==> config.mk <==
export PLATFORM = sky130hd
export DESIGN_NAME = chrom_serial_loader
export DESIGN_NICKNAME = d
export VERILOG_FILES = /design/src/rtl/genetic_pkg.sv /design/src/rtl/chrom_serial_loader_gap_timer.sv /design/src/rtl/chrom_serial_loader.sv
export SDC_FILE = /design/constraint.sdc
export NUM_CORES = 1
export LEC_CHECK = 0
export CAP_MARGIN = 20
export CORE_MARGIN = 2
export CORE_UTILIZATION = 55
export CTS_CLUSTER_SIZE = 8
export DETAILED_ROUTE_END_ITERATION = 16
export GPL_ROUTABILITY_DRIVEN = 0
export MAX_ROUTING_LAYER = met4
export PLACE_DENSITY = 0.77
export SYNTH_ARGS = -nofsm -noshare
export SYNTH_HDL_FRONTEND = slang
export SYNTH_HIERARCHICAL = 1
export SYNTH_SLANG_ARGS = --single-unit
==> constraint.sdc <==
create_clock -name clk -period 9.2 [get_ports clk]
set_clock_uncertainty 0.15 [all_clocks]
set_input_delay 1.38 -clock clk [delete_from_list [all_inputs] [get_ports clk]]
set_output_delay 1.38 -clock clk [all_outputs]
set_load 0.01 [all_outputs]
==> src/rtl/genetic_pkg.sv <==
// Shared geometry and framing constants for the genetic evaluator and its
// chromosome loader.
package genetic_pkg;
  localparam int ROW       = 1;
  localparam int COL       = 2;
  localparam int OUT       = 1;
  localparam int IN        = 2;
  localparam int BITS_ELEM = 2;
  localparam int BITS_MAT  = ROW * COL * 16;
  localparam int CHROM_W   = BITS_MAT + BITS_ELEM * OUT;
  localparam int NBYTES    = (CHROM_W + 7) / 8;

  localparam logic [7:0] SYNC_BYTE = 8'hA5;

  typedef enum logic [1:0] {
    IDLE    = 2'd0,
    PAYLOAD = 2'd1,
    CHECK   = 2'd2
  } state_e;
endpackage

==> src/rtl/chrom_serial_loader_gap_timer.sv <==
// Saturating idle-gap counter; hit_o flags the cycle the gap reaches TIMEOUT.
module gap_timer #(
  parameter int TIMEOUT = 50000
) (
  input  logic clk,
  input  logic rst,
  input  logic clr_i,
  input  logic en_i,
  output logic hit_o
);
  localparam int CW = $clog2(TIMEOUT + 1);
  localparam logic [CW-1:0] MAX = CW'(TIMEOUT);
  localparam logic [CW-1:0] LIM = CW'(TIMEOUT - 1);

  logic [CW-1:0] cnt_q, cnt_d;

  always_comb begin
    cnt_d = cnt_q;
    if (clr_i)                    cnt_d = '0;
    else if (en_i && cnt_q != MAX) cnt_d = cnt_q + 1'b1;
  end

  always_ff @(posedge clk or posedge rst) begin
    if (rst) cnt_q <= '0;
    else     cnt_q <= cnt_d;
  end

  // Fires on the idle cycle whose count would land on TIMEOUT.
  assign hit_o = en_i && !clr_i && (cnt_q >= LIM);
endmodule

==> src/rtl/chrom_serial_loader.sv <==
// Byte-stream chromosome loader: SYNC, LSB-first payload, XOR checksum,
// committed to the evaluator bus only on a valid frame.
module chrom_serial_loader #(
  parameter int ROW        = genetic_pkg::ROW,
  parameter int COL        = genetic_pkg::COL,
  parameter int OUT        = genetic_pkg::OUT,
  parameter int BITS_ELEM  = genetic_pkg::BITS_ELEM,
  parameter int CHROM_W    = ROW * COL * 16 + BITS_ELEM * OUT,
  parameter int NBYTES     = (CHROM_W + 7) / 8,
  parameter int TIMEOUT    = 50000,
  parameter logic [CHROM_W-1:0] INIT_CHROM = '0
) (
  input  logic               clk,
  input  logic               rst,
  input  logic [7:0]         rx_data,
  input  logic               rx_valid,
  output logic [CHROM_W-1:0] cromossomo,
  output logic               busy,
  output logic               load_done,
  output logic               load_err
);
  import genetic_pkg::*;

  localparam int IDX_W = $clog2(NBYTES + 1);
  localparam logic [IDX_W-1:0] LAST_IDX = IDX_W'(NBYTES - 1);

  state_e             state_q, state_d;
  logic [IDX_W-1:0]   idx_q, idx_d;
  logic [7:0]         csum_q, csum_d;
  logic [CHROM_W-1:0] shadow_q, shadow_d;
  logic [CHROM_W-1:0] chrom_q, chrom_d;
  logic               done_q, done_d;
  logic               err_q, err_d;
  logic               tmo;
  logic               tmr_clr;

  assign tmr_clr = (state_q == IDLE) || rx_valid;

  gap_timer #(.TIMEOUT(TIMEOUT)) u_gap (
    .clk   (clk),
    .rst   (rst),
    .clr_i (tmr_clr),
    .en_i  (!tmr_clr),
    .hit_o (tmo)
  );

  always_comb begin
    state_d  = state_q;
    idx_d    = idx_q;
    csum_d   = csum_q;
    shadow_d = shadow_q;
    chrom_d  = chrom_q;
    done_d   = 1'b0;
    err_d    = 1'b0;
    case (state_q)
      IDLE: begin
        if (rx_valid && rx_data == SYNC_BYTE) begin
          state_d  = PAYLOAD;
          idx_d    = '0;
          csum_d   = '0;
          shadow_d = '0;
        end
      end
      PAYLOAD: begin
        if (tmo) begin
          state_d = IDLE;
          err_d   = 1'b1;
        end else if (rx_valid) begin
          // Bits past CHROM_W in the last byte are dropped; csum still sees them.
          for (int b = 0; b < CHROM_W; b++)
            if (int'(idx_q) == b / 8) shadow_d[b] = rx_data[b % 8];
          csum_d = csum_q ^ rx_data;
          idx_d  = idx_q + 1'b1;
          if (idx_q == LAST_IDX) state_d = CHECK;
        end
      end
      CHECK: begin
        if (tmo) begin
          state_d = IDLE;
          err_d   = 1'b1;
        end else if (rx_valid) begin
          state_d = IDLE;
          if (rx_data == csum_q) begin
            chrom_d = shadow_q;
            done_d  = 1'b1;
          end else begin
            err_d = 1'b1;
          end
        end
      end
      default: state_d = IDLE;
    endcase
  end

  always_ff @(posedge clk or posedge rst) begin
    if (rst) begin
      state_q  <= IDLE;
      idx_q    <= '0;
      csum_q   <= '0;
      shadow_q <= '0;
      chrom_q  <= INIT_CHROM;
      done_q   <= 1'b0;
      err_q    <= 1'b0;
    end else begin
      state_q  <= state_d;
      idx_q    <= idx_d;
      csum_q   <= csum_d;
      shadow_q <= shadow_d;
      chrom_q  <= chrom_d;
      done_q   <= done_d;
      err_q    <= err_d;
    end
  end

  assign cromossomo = chrom_q;
  assign busy       = (state_q != IDLE);
  assign load_done  = done_q;
  assign load_err   = err_q;
endmodule

==> results of run 1 <==
-- worst max-delay path, delay by kind of cell --
kind / cells / cell delay (ns)
muxes: 1 / 0.38
and+or+nand+nor: 6 / 1.62
buffers and inverters: 3 / 1.22
-- final cells by class --
cell class / count / area share (%)
clock buffers: 9 / 2.308
repair buffers: 51 / 9.699
inverters: 20 / 1.422
clock inverters: 7 / 1.749
multi-input cells: 260 / 36.21
flip-flops and latches: 99 / 46.16
well taps: 105 / 2.448
-- sequential cells by signal (all words and copies together) (netlist names) --
name,count
cromossomo,34
shadow_q,34
u_gap/cnt_q,16
csum_q,8
idx_q,3
state_q,2
load_done,1
load_err,1
-- worst paths after layout --
| check | start | endpoint | slack [ns] |
|---|---|---|---|
| setup / recovery | rx_valid | cromossomo[23] | 4.68 |
| hold / removal | shadow_q[20] | shadow_q[20] | 0.35 |
| setup reg to reg | state_q[0] | cromossomo[23] | 5.41 |
| hold reg to reg | shadow_q[20] | shadow_q[20] | 0.35 |
| max in group asynchronous | rst | cromossomo[33] | 7.11 |
| min in group asynchronous | rst | state_q[0] | 1.19 |
-- layer usage --
| layer | track usage [%] | share of wire (%) |
|---|---|---|
| met5 | - | 0 |
| met4 | 6.522 | 1.1 |
| met3 | 4.111 | 3.8 |
| met2 | 33.10 | 47 |
| met1 | 33.12 | 48 |
-- synth_stat cells, types with 2 or more instances --
| cell | number |
|---|---|
| mux2_2 | 34 |
| buf_6 | 3 |
| or3_1 | 5 |
| xnor2_1 | 17 |
| clkbuf_1 | 7 |
| dfrtp_1 | 99 |
| nor4_1 | 5 |
| a21boi_0 | 2 |
| nor3_1 | 9 |
| nand2b_1 | 6 |
| o22ai_1 | 2 |
| o211ai_1 | 4 |
| nand4_1 | 11 |
| nand3b_1 | 2 |
| a22o_1 | 8 |
| o2bb2ai_1 | 24 |
| nand3_1 | 16 |
| o21bai_1 | 2 |
| a31o_2 | 2 |
| o21ai_0 | 18 |
| nand2_1 | 22 |
| ha_1 | 10 |
| buf_2 | 5 |
| nor2_1 | 18 |
| a21oi_1 | 11 |
| inv_1 | 19 |
| xor2_1 | 2 |
-- where the power goes --
part / internal [mW] / switching (mW) / total (mW)
Sequential: 0.483 / 0.0399 / 0.523
Clock: 0.111 / 0.177 / 0.288
Combinational: 0.0936 / 0.169 / 0.262
Total: 0.688 / 0.385 / 1.07
-- cells by family (layout without fill, tap and decap cells) --
kind of cell,count (synthesis),after routing,synth area share (%)
AO/OA/AOI/OAI,88,88,14.52
XOR/XNOR,19,19,3.630
adder cells (fa/ha/maj),10,10,2.729
buffers and inverters,36,87,3.575
flip-flops,99,99,54.04
multiplexers,36,36,8.816
AND/OR/NAND/NOR,107,107,12.69
-- per-stage QoR --
step,hold WS [ns],worst slack [ns]
after floorplan,0.3007,5.533
after global placement,0.3175,4.405
after detailed placement,0.3239,4.298
after CTS,0.3512,4.672
after global routing,0.3729,4.385
final,0.3491,4.683
==> flow_summary_export.csv, run 1 <==
group,metric,value,unit
clock_network,ctsHoldBuffers,0,
floorplanning,dieArea,9081,um^2
drt,via_per_inst,5.902,
clock_network,clock_sinks,99,
pwr,power,1.073,mW
cells_and_area,design_area,5366,um^2
flow_run,cap_violations,0,
place,dp_hpwl,6500,um
worst_setup_path,worstSetupPathType,"in2reg",
timing,period_needed,4.517,ns
clock_network,cts_resized,0,
cells_and_area,fin_cells,551,
synthesis,ys.flop_type,"dfrtp_1",
timing,slew_violations,0,
drt,drcViolationCount,0,
place,placedCellCount,534,
drt,dr.pass1.iters,4,
worst_setup_path,worst_setup_path_end_kind,"flop",
cells_and_area,diodes,0,
timing,hold_viol_final,0,
synthesis,yosys_warnings,6,
global_route,grt_pass1_vias,3006,
timing,post-route-period-util,49.10,%
global_route,grt_pass1_wl,15380,um
synthesis,yosysSeqAreaShare,54.04,%
floorplanning,coreArea,8134,um^2
global_route,grt_max_degree,84,
worst_setup_path,arrival,4.61,ns
place,placed_cell_area,5121,um^2
global_route,antenna_found_initial,0,
pwr,ir_drop,0.0001097,V
clock_network,cts_tree,"done",
min_path,whs_path_depth,1,
cells_and_area,utilization,65.97,%
clock_network,cts_setup_buffers,0,
worst_setup_path,path_cells,"clkdlybuf4s50_1 -> or2_2 -> inv_1 -> nand4b_1 -> nor3_1 -> and2b_1 -> nand2_1 -> nor3_4 -> buf_4 -> mux2_2",
synthesis,synthDistinctLibCells,59,
synthesis,netlist.area_leader.share,54.04,%
synthesis,synth_cells,395,
floorplanning,die_w,95.30,um
timing,setup_viol,0,
clock_network,cts-root-buf,"clkbuf_8",
clock_network,numCtsBuffers,9,
synthesis,synth-seq-cells,99,
min_path,min_path_type,"reg2reg",
worst_setup_path,cpPeakStageDelay,0.60,ns
floorplanning,pin_count,48,
worst_setup_path,crit_fanout,20,
timing,worst_pin_slew,0.7491,ns
floorplanning,fp.dieH,95.30,um
global_route,globalRouteOverflowTotal,0,
synthesis,yosys.area.top_type,"dfrtp_1",
cells_and_area,multiInputGateArea,1943,um^2
clock_network,clock_path_buffers,2,
drt,drtIter0Drc,191,
pwr,p_leak,2.271,nW
clock_network,clk_pin_slew,0.11,ns
synthesis,syn_area_per_cell,11.61,um^2
place,io_buffers,47,
synthesis,async_flop_share,100.0,%
worst_setup_path,reg2reg_depth,11,
worst_setup_path,critPathLaunchType,"primary input",
cells_and_area,area_growth,17.06,%
timing,grt_setup_unrepaired,"no",
cells_and_area,num-fill-cells,621,
cells_and_area,layout_commonest_cell,"dfrtp_1",
drt,ant_nets,0,
timing,fmax,221.4,MHz
synthesis,synth.area.top_cells,"dfrtp_1 54%, mux2_2 8.4%, o2bb2ai_1 4.6%",
cells_and_area,drive_above_1_share,15.25,%
timing,slew_headroom,49.84,%
clock_network,clock_latency,0.37,ns
drt,wirelength,9392,um
drt,wl_per_cell,17.05,um
synthesis,netlist_area,4584,um^2
worst_setup_path,slowest_stage,"clkdlybuf4s50_1",
pwr,p_per_area,200.0,nW/um^2
cells_and_area,mostFrequentLayoutCells,"99 x dfrtp_1, 47 x clkdlybuf4s50_1, 34 x mux2_2",
cells_and_area,finalNetCount,462,
drt,via_count,3252,
floorplanning,start_util,56.36,%
synthesis,syn_nets,416,
global_route,grt_usage,22.83,%
worst_setup_path,cp.required,9.29,ns
timing,setup_tns,0,ns
run_status,outcome,"finished clean",
floorplanning,rows,33,
clock_network,cts_max_level,3,
synthesis,synth_edf_count,0,
cells_and_area,regArea,2477,um^2
Power figures use the tool's default switching activity.
==> run 2, diff against run 1 <==
==> constraint.sdc (replaced) <==
create_clock -name clk -period 4.3 [get_ports clk]
set_clock_uncertainty 0.15 [all_clocks]
set_input_delay 0.645 -clock clk [delete_from_list [all_inputs] [get_ports clk]]
set_output_delay 0.645 -clock clk [all_outputs]
set_load 0.01 [all_outputs]
==> run 2 against run 1 <==
Cell count increased by 0.54%. Flip-flop and latch count unchanged. Power increased by 120%. Largest power group unchanged. Critical path type unchanged. Largest cell class unchanged. Non-clock buffer count increased by 3. First-iteration DRC count decreased by 27%. Wire length increased by 5.3%.
==> flow_summary_export.csv, run 2 (same netlist as run 1, synthesis figures left out) <==
group,metric,value,unit
timing,post-route-period-util,82.55,%
worst_setup_path,critPathLaunchType,"primary input",
pwr,p_per_area,429.5,nW/um^2
timing,period_needed,3.550,ns
timing,slew_violations,0,
min_path,hold_path_end,"shadow_q[19]",
global_route,antenna_found_initial,0,
cells_and_area,diodes,0,
cells_and_area,finalNetCount,465,
worst_setup_path,path_cells,"clkdlybuf4s50_1 -> or2_2 -> inv_1 -> nand4b_1 -> nor3_1 -> and2b_1 -> nand2_1 -> nor3_4 -> buf_4 -> mux2_2",
global_route,globalRouteOverflowTotal,0,
clock_network,cts_setup_buffers,0,
drt,ant_nets,0,
drt,wl_per_cell,17.86,um
timing,setup_tns,0,ns
floorplanning,rows,33,
cells_and_area,regArea,2477,um^2
global_route,grt_pass1_wl,16180,um
clock_network,numCtsBuffers,9,
drt,via_count,3314,
worst_setup_path,cp.required,4.41,ns
pwr,p_comb_share,24.9,%
worst_setup_path,arrival,3.66,ns
place,io_buffers,47,
global_route,grt_pass1_vias,3208,
floorplanning,coreArea,8134,um^2
clock_network,cts_max_level,3,
run_status,outcome,"finished clean",
clock_network,clock_sinks,99,
timing,setup_viol,0,
worst_setup_path,worstReg2RegStart,"u_gap/cnt_q[11]",
global_route,grt_max_degree,65,
worst_setup_path,worst_r2r_endpoint,"cromossomo[9]",
pwr,p_seq_share,48.4,%
min_path,min_path_type,"reg2reg",
cells_and_area,drive_above_1_share,15.81,%
clock_network,clock_latency,0.38,ns
worst_setup_path,worstSetupPathType,"in2reg",
clock_network,cts_tree,"done",
drt,dr.pass1.iters,4,
global_route,grt_usage,24.33,%
floorplanning,pin_count,48,
cells_and_area,multiInputGateArea,1943,um^2
timing,fmax,281.7,MHz
place,dp_hpwl,7053,um
floorplanning,dieArea,9081,um^2
worst_setup_path,r2r_setup_slack,0.77,ns
timing,hold_viol_final,0,
worst_setup_path,cpPeakStageDelay,0.75,ns
drt,drcViolationCount,0,
clock_network,cts-root-buf,"clkbuf_8",
pwr,p_int,1.482,mW
worst_setup_path,crit_fanout,20,
pwr,switchingPower,831.9,uW
drt,wirelength,9893,um
worst_setup_path,critPathTopFamily,"simple AND/OR/NAND/NOR gates",
flow_run,cap_violations,0,
cells_and_area,mostFrequentLayoutCells,"99 x dfrtp_1, 47 x clkdlybuf4s50_1, 34 x mux2_2",
worst_setup_path,worst_setup_path_end_kind,"flop",
timing,grt_setup_unrepaired,"no",
min_path,whs_path_depth,1,
min_path,min_from,"shadow_q[19]",
clock_network,clk_pin_slew,0.11,ns
timing,slew_headroom,34.30,%
clock_network,cts_resized,0,
drt,via_per_inst,5.982,
floorplanning,die_w,95.30,um
floorplanning,start_util,56.36,%
worst_setup_path,cp_num_buf_inv,3,
floorplanning,fp.dieH,95.30,um
timing,hold_ws,0.3486,ns
worst_setup_path,slowest_stage,"nor3_4",
pwr,clkPwrFrac,26.7,%
worst_setup_path,reg2reg_depth,8,
cells_and_area,layout_commonest_cell,"dfrtp_1",
clock_network,clock_path_buffers,2,
pwr,swShare,35.95,%
timing,worst_pin_slew,0.9824,ns
drt,drtIter0Drc,140,
cells_and_area,area_growth,17.55,%
clock_network,ctsHoldBuffers,0,
pwr,p_leak,2.285,nW
pwr,ir_drop,0.0001740,V
cells_and_area,num-fill-cells,637,
## run 2: area by class of cell
cell class,count,area share [%]
repair buffers,54,10.08
inverters,20,1.416
clock buffers,9,2.299
well taps,105,2.438
multi-input cells,260,36.06
clock inverters,7,1.741
flip-flops and latches,99,45.97
## run 2: worst max-delay path by stage
| stage | end | startpoint | slack [ns] | cells after the start |
|---|---|---|---|---|
| CTS | cromossomo[9] | rx_valid | 0.73 | 10 |
| floorplan | cromossomo[26] | state_q[0] | 1.31 | 13 |
| finish | cromossomo[9] | rx_valid | 0.75 | 10 |
| global placement | cromossomo[2] | rx_valid | 0.44 | 10 |
| detailed placement | cromossomo[33] | rx_valid | 0.34 | 10 |
| global route | cromossomo[9] | u_gap/cnt_q[1] | 0.46 | 10 |
## run 2: power by group through the flow
stage	clock, mW	sequential (mW)	combinational (mW)
floorplan	0	1.11	0.422
global placement	0	1.13	0.551
global route	0.678	1.13	0.640
CTS	0.635	1.12	0.571
finish	0.618	1.12	0.577
detailed placement	0	1.14	0.565
## run 2: per-layer routing
metal	global-route usage, %	share of wire, %	vias to the layer above
li1	-	-	1538
met1	33.32	46	1657
met2	36.03	47	94
met3	4.506	4.9	25
met4	9.783	2.1	0
met5	-	0	-
## run 2: worst register-to-register path: cells and delay by family, from the launching register on
| kind | cells | cell delay (ns) |
|---|---|---|
| DFF | 1 | 0.44 |
| buffers and inverters | 1 | 0.38 |
| muxes | 1 | 0.36 |
| and+or+nand+nor | 6 | 2.08 |
## run 2: through the flow
stage | worst slack (ns) | cells | cell area, um^2 | util (%) | power [mW]
2_1_floorplan | 1.308 | 395 | 4584 | - | 1.529
3_3_place_gp | 0.4402 | 537 | 5144 | 63.24 | 1.681
3_5_place_dp | 0.3373 | 537 | 5144 | 63.24 | 1.702
4_1_cts | 0.7333 | 553 | 5361 | 65.91 | 2.324
5_1_grt | 0.4629 | 554 | 5389 | 66.25 | 2.451
6_report | 0.7501 | 554 | 5389 | 66.25 | 2.314
==> run 3, diff against run 2 <==
--- a/config.mk
+++ b/config.mk
@@ -7,12 +7,12 @@
 export LEC_CHECK = 0
 export CAP_MARGIN = 20
 export CORE_MARGIN = 2
-export CORE_UTILIZATION = 55
+export CORE_UTILIZATION = 51
 export CTS_CLUSTER_SIZE = 8
 export DETAILED_ROUTE_END_ITERATION = 16
 export GPL_ROUTABILITY_DRIVEN = 0
 export MAX_ROUTING_LAYER = met4
-export PLACE_DENSITY = 0.77
+export PLACE_DENSITY = 0.75
 export SYNTH_ARGS = -nofsm -noshare
 export SYNTH_HDL_FRONTEND = slang
 export SYNTH_HIERARCHICAL = 1
==> constraint.sdc (replaced) <==
create_clock -name clk -period 3.1 [get_ports clk]
set_clock_uncertainty 0.15 [all_clocks]
set_input_delay 0.465 -clock clk [delete_from_list [all_inputs] [get_ports clk]]
set_output_delay 0.465 -clock clk [all_outputs]
set_load 0.01 [all_outputs]
==> run 3 against run 2 <==
Cell area rose by 3.3%. Global-route usage fell by 2.5 points. Register-to-register slack got worse by 0.52 ns. Setup slack got worse by 0.50 ns. Highest routed layer unchanged. First-iteration DRC count rose by 49%. Clock power rose by 30%. Critical path depth fell by 2. Sequential share of layout area fell by 1.5 points. Flip-flop and latch count did not move. Combinational power rose by 48%.
==> flow_summary_export.csv, run 3 (same netlist as run 1, synthesis figures left out) <==
group,metric,value,unit
worst_setup_path,reg2reg_depth,8,
min_path,min_path_type,"in2async",
floorplanning,pin_count,48,
pwr,p_per_area,576.8,nW/um^2
drt,dr.pass1.iters,7,
timing,fmax,350.7,MHz
cells_and_area,multiInputGateArea,1951,um^2
worst_setup_path,critPathLaunchType,"flop",
global_route,globalRouteOverflowTotal,0,
global_route,grt_pass1_wl,16460,um
worst_setup_path,cp.required,3.24,ns
drt,wirelength,9677,um
cells_and_area,fin_cells,580,
timing,worst_pin_slew,0.6418,ns
worst_setup_path,slowest_stage,"or4_4",
clock_network,numCtsBuffers,9,
clock_network,clock_path_buffers,2,
clock_network,clk_pin_slew,0.10,ns
timing,slew_violations,0,
clock_network,clock_sinks,99,
global_route,grt_usage,21.83,%
timing,fin_ws,0.2483,ns
floorplanning,coreArea,8721,um^2
worst_setup_path,worst_setup_path_end_kind,"flop",
clock_network,clock_latency,0.37,ns
global_route,antenna_found_initial,0,
worst_setup_path,crit_top_cell,"nor3_1",
cells_and_area,drive_above_1_share,19.92,%
cells_and_area,design_area,5565,um^2
floorplanning,die_w,98.81,um
cells_and_area,layout_commonest_cell,"dfrtp_1",
cells_and_area,regArea,2477,um^2
clock_network,cts_tree,"done",
run_status,outcome,"finished clean",
global_route,grt_max_degree,84,
timing,slew_headroom,57.02,%
worst_setup_path,path_cells,"or4_4 -> nor3_1 -> nor3_1 -> buf_4 -> nand2b_1 -> a21o_1 -> or3_1 -> o2bb2ai_1",
cells_and_area,finalNetCount,488,
cells_and_area,area_growth,21.40,%
timing,hold_viol_final,0,
timing,period_needed,2.852,ns
cells_and_area,diodes,0,
worst_setup_path,cpPeakStageDelay,0.56,ns
pwr,p_leak,2.398,nW
floorplanning,start_util,52.57,%
drt,via_count,3371,
drt,drcViolationCount,0,
worst_setup_path,crit_fanout,8,
worst_setup_path,worstSetupPathType,"reg2reg",
worst_setup_path,arrival,2.99,ns
drt,ant_nets,0,
drt,wl_per_cell,16.68,um
cells_and_area,num-fill-cells,678,
timing,setup_viol,0,
global_route,grt_pass1_vias,3310,
floorplanning,rows,34,
place,dp_hpwl,6880,um
place,pre_cts_ws,-0.04693,ns
drt,via_per_inst,5.812,
cells_and_area,utilization,63.82,%
drt,drtIter0Drc,209,
timing,setup_tns,0,ns
floorplanning,dieArea,9763,um^2
floorplanning,fp.dieH,98.81,um
cells_and_area,mostFrequentLayoutCells,"99 x dfrtp_1, 47 x clkdlybuf4s50_1, 34 x mux2_2",
pwr,ir_drop,0.0002553,V
place,io_buffers,47,
clock_network,cts-root-buf,"clkbuf_8",
clock_network,cts_max_level,3,
flow_run,cap_violations,0,
timing,post-route-period-util,91.99,%
timing,grt_setup_unrepaired,"no",
place,placed_cell_area,5345,um^2
place,placedCellCount,563,
## run 3: cell type report
type                       instances  share of cell area [%]
timing repair buffer              77                   13.17
multi-input combinational        260                   35.05
inverter                          20                   1.371
tap                              108                   2.428
clock buffer                      10                   2.473
clock inverter                     6                  0.9892
sequential                        99                   44.51
## run 3: worst max-delay path: cells and delay by family, from the launching register on
family	cells	cell delay [ns]
flip-flops	1	0.40
AO/OA/AOI/OAI	2	0.49
buffers and inverters	1	0.16
AND/OR/NAND/NOR	5	1.59
## run 3: per-stage QoR
step                      total power, mW  hold slack, ns
after floorplan                     2.122          0.2287
after global placement              2.377          0.3201
after detailed placement            2.408          0.3178
after CTS                           3.218          0.3487
after global routing                3.392          0.3617
final                               3.210          0.3467
## run 3: worst paths after layout
kind,to,start,slack (ns)
max in group asynchronous,u_gap/cnt_q[12],rst,2.06
setup reg to reg,shadow_q[20],u_gap/cnt_q[11],0.25
hold reg to reg,shadow_q[26],shadow_q[26],0.35
hold / removal,state_q[1],rst,0.35
setup / recovery,shadow_q[20],u_gap/cnt_q[11],0.25
min in group clk,shadow_q[26],shadow_q[26],0.35
## run 3: routing by layer
metal,GRT usage [%],vias to the layer above,wire (um)
li1,-,1582,-
met1,30.70,1664,4473
met2,32.80,109,4567
met3,3.121,16,448
met4,7.482,0,187
met5,-,-,0
## run 3: power by group
part           internal (mW)  switching (mW)  leakage [nW]
clock                  0.333           0.473         0.100
sequential              1.43           0.117          1.38
combinational          0.333           0.521         0.918
## run 3: what timing repair did
item / in CTS / in global routing
resized for setup: 0 / 1
setup endpoints to repair: 0 / 20
setup buffers: 0 / 1
hold buffers: 0 / 0
==> RTL change: new RTL, settings of run 2 <==
Put one more register stage on the output `cromossomo`, cleared by the reset. The value now appears one clock later. The other outputs are not delayed to match.
--- a/src/rtl/chrom_serial_loader.sv
+++ b/src/rtl/chrom_serial_loader.sv
@@ -112,7 +112,13 @@
     end
   end
 
-  assign cromossomo = chrom_q;
+  always_ff @(posedge clk or posedge rst) begin
+    if (rst) begin
+      cromossomo <= '0;
+    end else begin
+      cromossomo <= chrom_q;
+    end
+  end
   assign busy       = (state_q != IDLE);
   assign load_done  = done_q;
   assign load_err   = err_q;
Formal check against the unedited RTL: not equivalent (a bounded check fails within 10 cycles, from zero or initial values and one cycle with rst high).
==> RTL change against run 2 <==
Area after synthesis increased by 22%. Global-route usage decreased by 1.8 points. Sequential cell count increased by 34. Core utilization increased by 2.3 points. Wire length increased by 12%. Worst setup slack improved by 0.032 ns. First-iteration DRC count increased by 110%. Non-clock buffer count decreased by 1. Power increased by 33%. Largest cell class unchanged. Final area increased by 25%.
==> RTL change: results (changes against run 2) <==
metric	value	unit	change
status	finished, final reports clean		
clk_pin_slew_worst_paths	0.06	ns	-0.05 ns
synth_fp_nets	445		+7.0%
r2r-end	shadow_q[16]		
maxSlewHeadroom	0.5167		+0.1738
ys_types	54		-8.5%
cts_buffers	17		+8
multi_input_gates	252		-3.1%
clkbuf_count	18		+9
ys_seq_elements	133		+34%
regArea	3328	sq um	+34%
wirelength	11.11	mm	+12%
hold_depth	0		-1
buf_share	0.07845		-0.02231
cts_max_level	4		+1
synth_xor_area_frac	0.03368		-0.002624
yosys-top-cells-count	dfrtp_1, mux2_4, nor2_1		
buffers	53		-1.9%
clock_area_frac	0.08459		+0.04419
drtPass1Iterations	5		+1
p_leak	0.002985	uW	+31%
ff2ff_path_depth	10		+2
yosys-top-cells-area	dfrtp_1, mux2_4, ha_1, o2bb2ai_1, xnor2_1		
post-dp-hpwl	7.138	mm	+1.2%
num-nets-final	496		+6.7%
r2r_slack	0.82	ns	+0.05 ns
first_iter_violations	292		+110%
critPathMaxFanout	19		-5.0%
arrival	3.76	ns	+0.10 ns
pre_cts_slack	0.3301	ns	-0.007167 ns
timing.hold.ws	0.2238	ns	-0.1248 ns
n_all_inverters	18		-10%
synth_compound_area_frac	0.1171		-0.02811
min_to	cromossomo[1]		
seq_area_frac_synth	0.5932		+0.05283
[RTL change: changes by cell type after synthesis, moves of 5 or more]
cell	delta
a32o_1	+8
mux2_4	+29
nor2_1	+7
dfrtp_1	+34
nand3_1	-5
o31ai_1	+9
nand2b_1	+5
mux2_2	-29
o2bb2ai_1	-10
[RTL change: routing by layer]
metal	vias up	share of wire	track usage
li1	1630	-	-
met2	123	0.50	0.3414
met3	12	0.049	0.06425
met4	0	0.012	0.06571
met5	-	0	-
met1	1780	0.44	0.2995
[RTL change: power by group]
group | internal (uW) | leakage [uW] | switching, uW
Clock | 832 | 0.000282 | 552
Sequential | 1290 | 0.00186 | 31.8
Combinational | 116 | 0.000848 | 270
Total | 2230 | 0.00298 | 854
[RTL change: worst max-delay path by stage]
stage                  start           end  slack, ns  cells past startpoint
detailed placement  rx_valid  shadow_q[23]       0.33                      9
global placement    rx_valid  shadow_q[22]       0.46                      9
CTS                 rx_valid  shadow_q[16]       0.86                      9
floorplan                rst    chrom_q[0]       0.40                      1
finish              rx_valid  shadow_q[16]       0.78                      9
global route        rx_valid  shadow_q[23]       0.62                      9
[RTL change: worst max-delay path, cell delays in order]
cell and delay [ns]:
clkdlybuf4s50_1 0.55, or2_2 0.49, inv_1 0.26, nand4b_1 0.13, nor3_1 0.38, nand2b_1 0.26, a21o_1 0.51, nor3_2 0.20
a32o_1 0.32
[RTL change: stage by stage]
stage	instance area (sq um)	total power (uW)	cells
3_5_place_dp	6161	1712	589
3_3_place_gp	6161	1693	589
6_report	6730	3087	621
4_1_cts	6730	3095	621
2_1_floorplan	5610	1603	424
5_1_grt	6730	3198	621
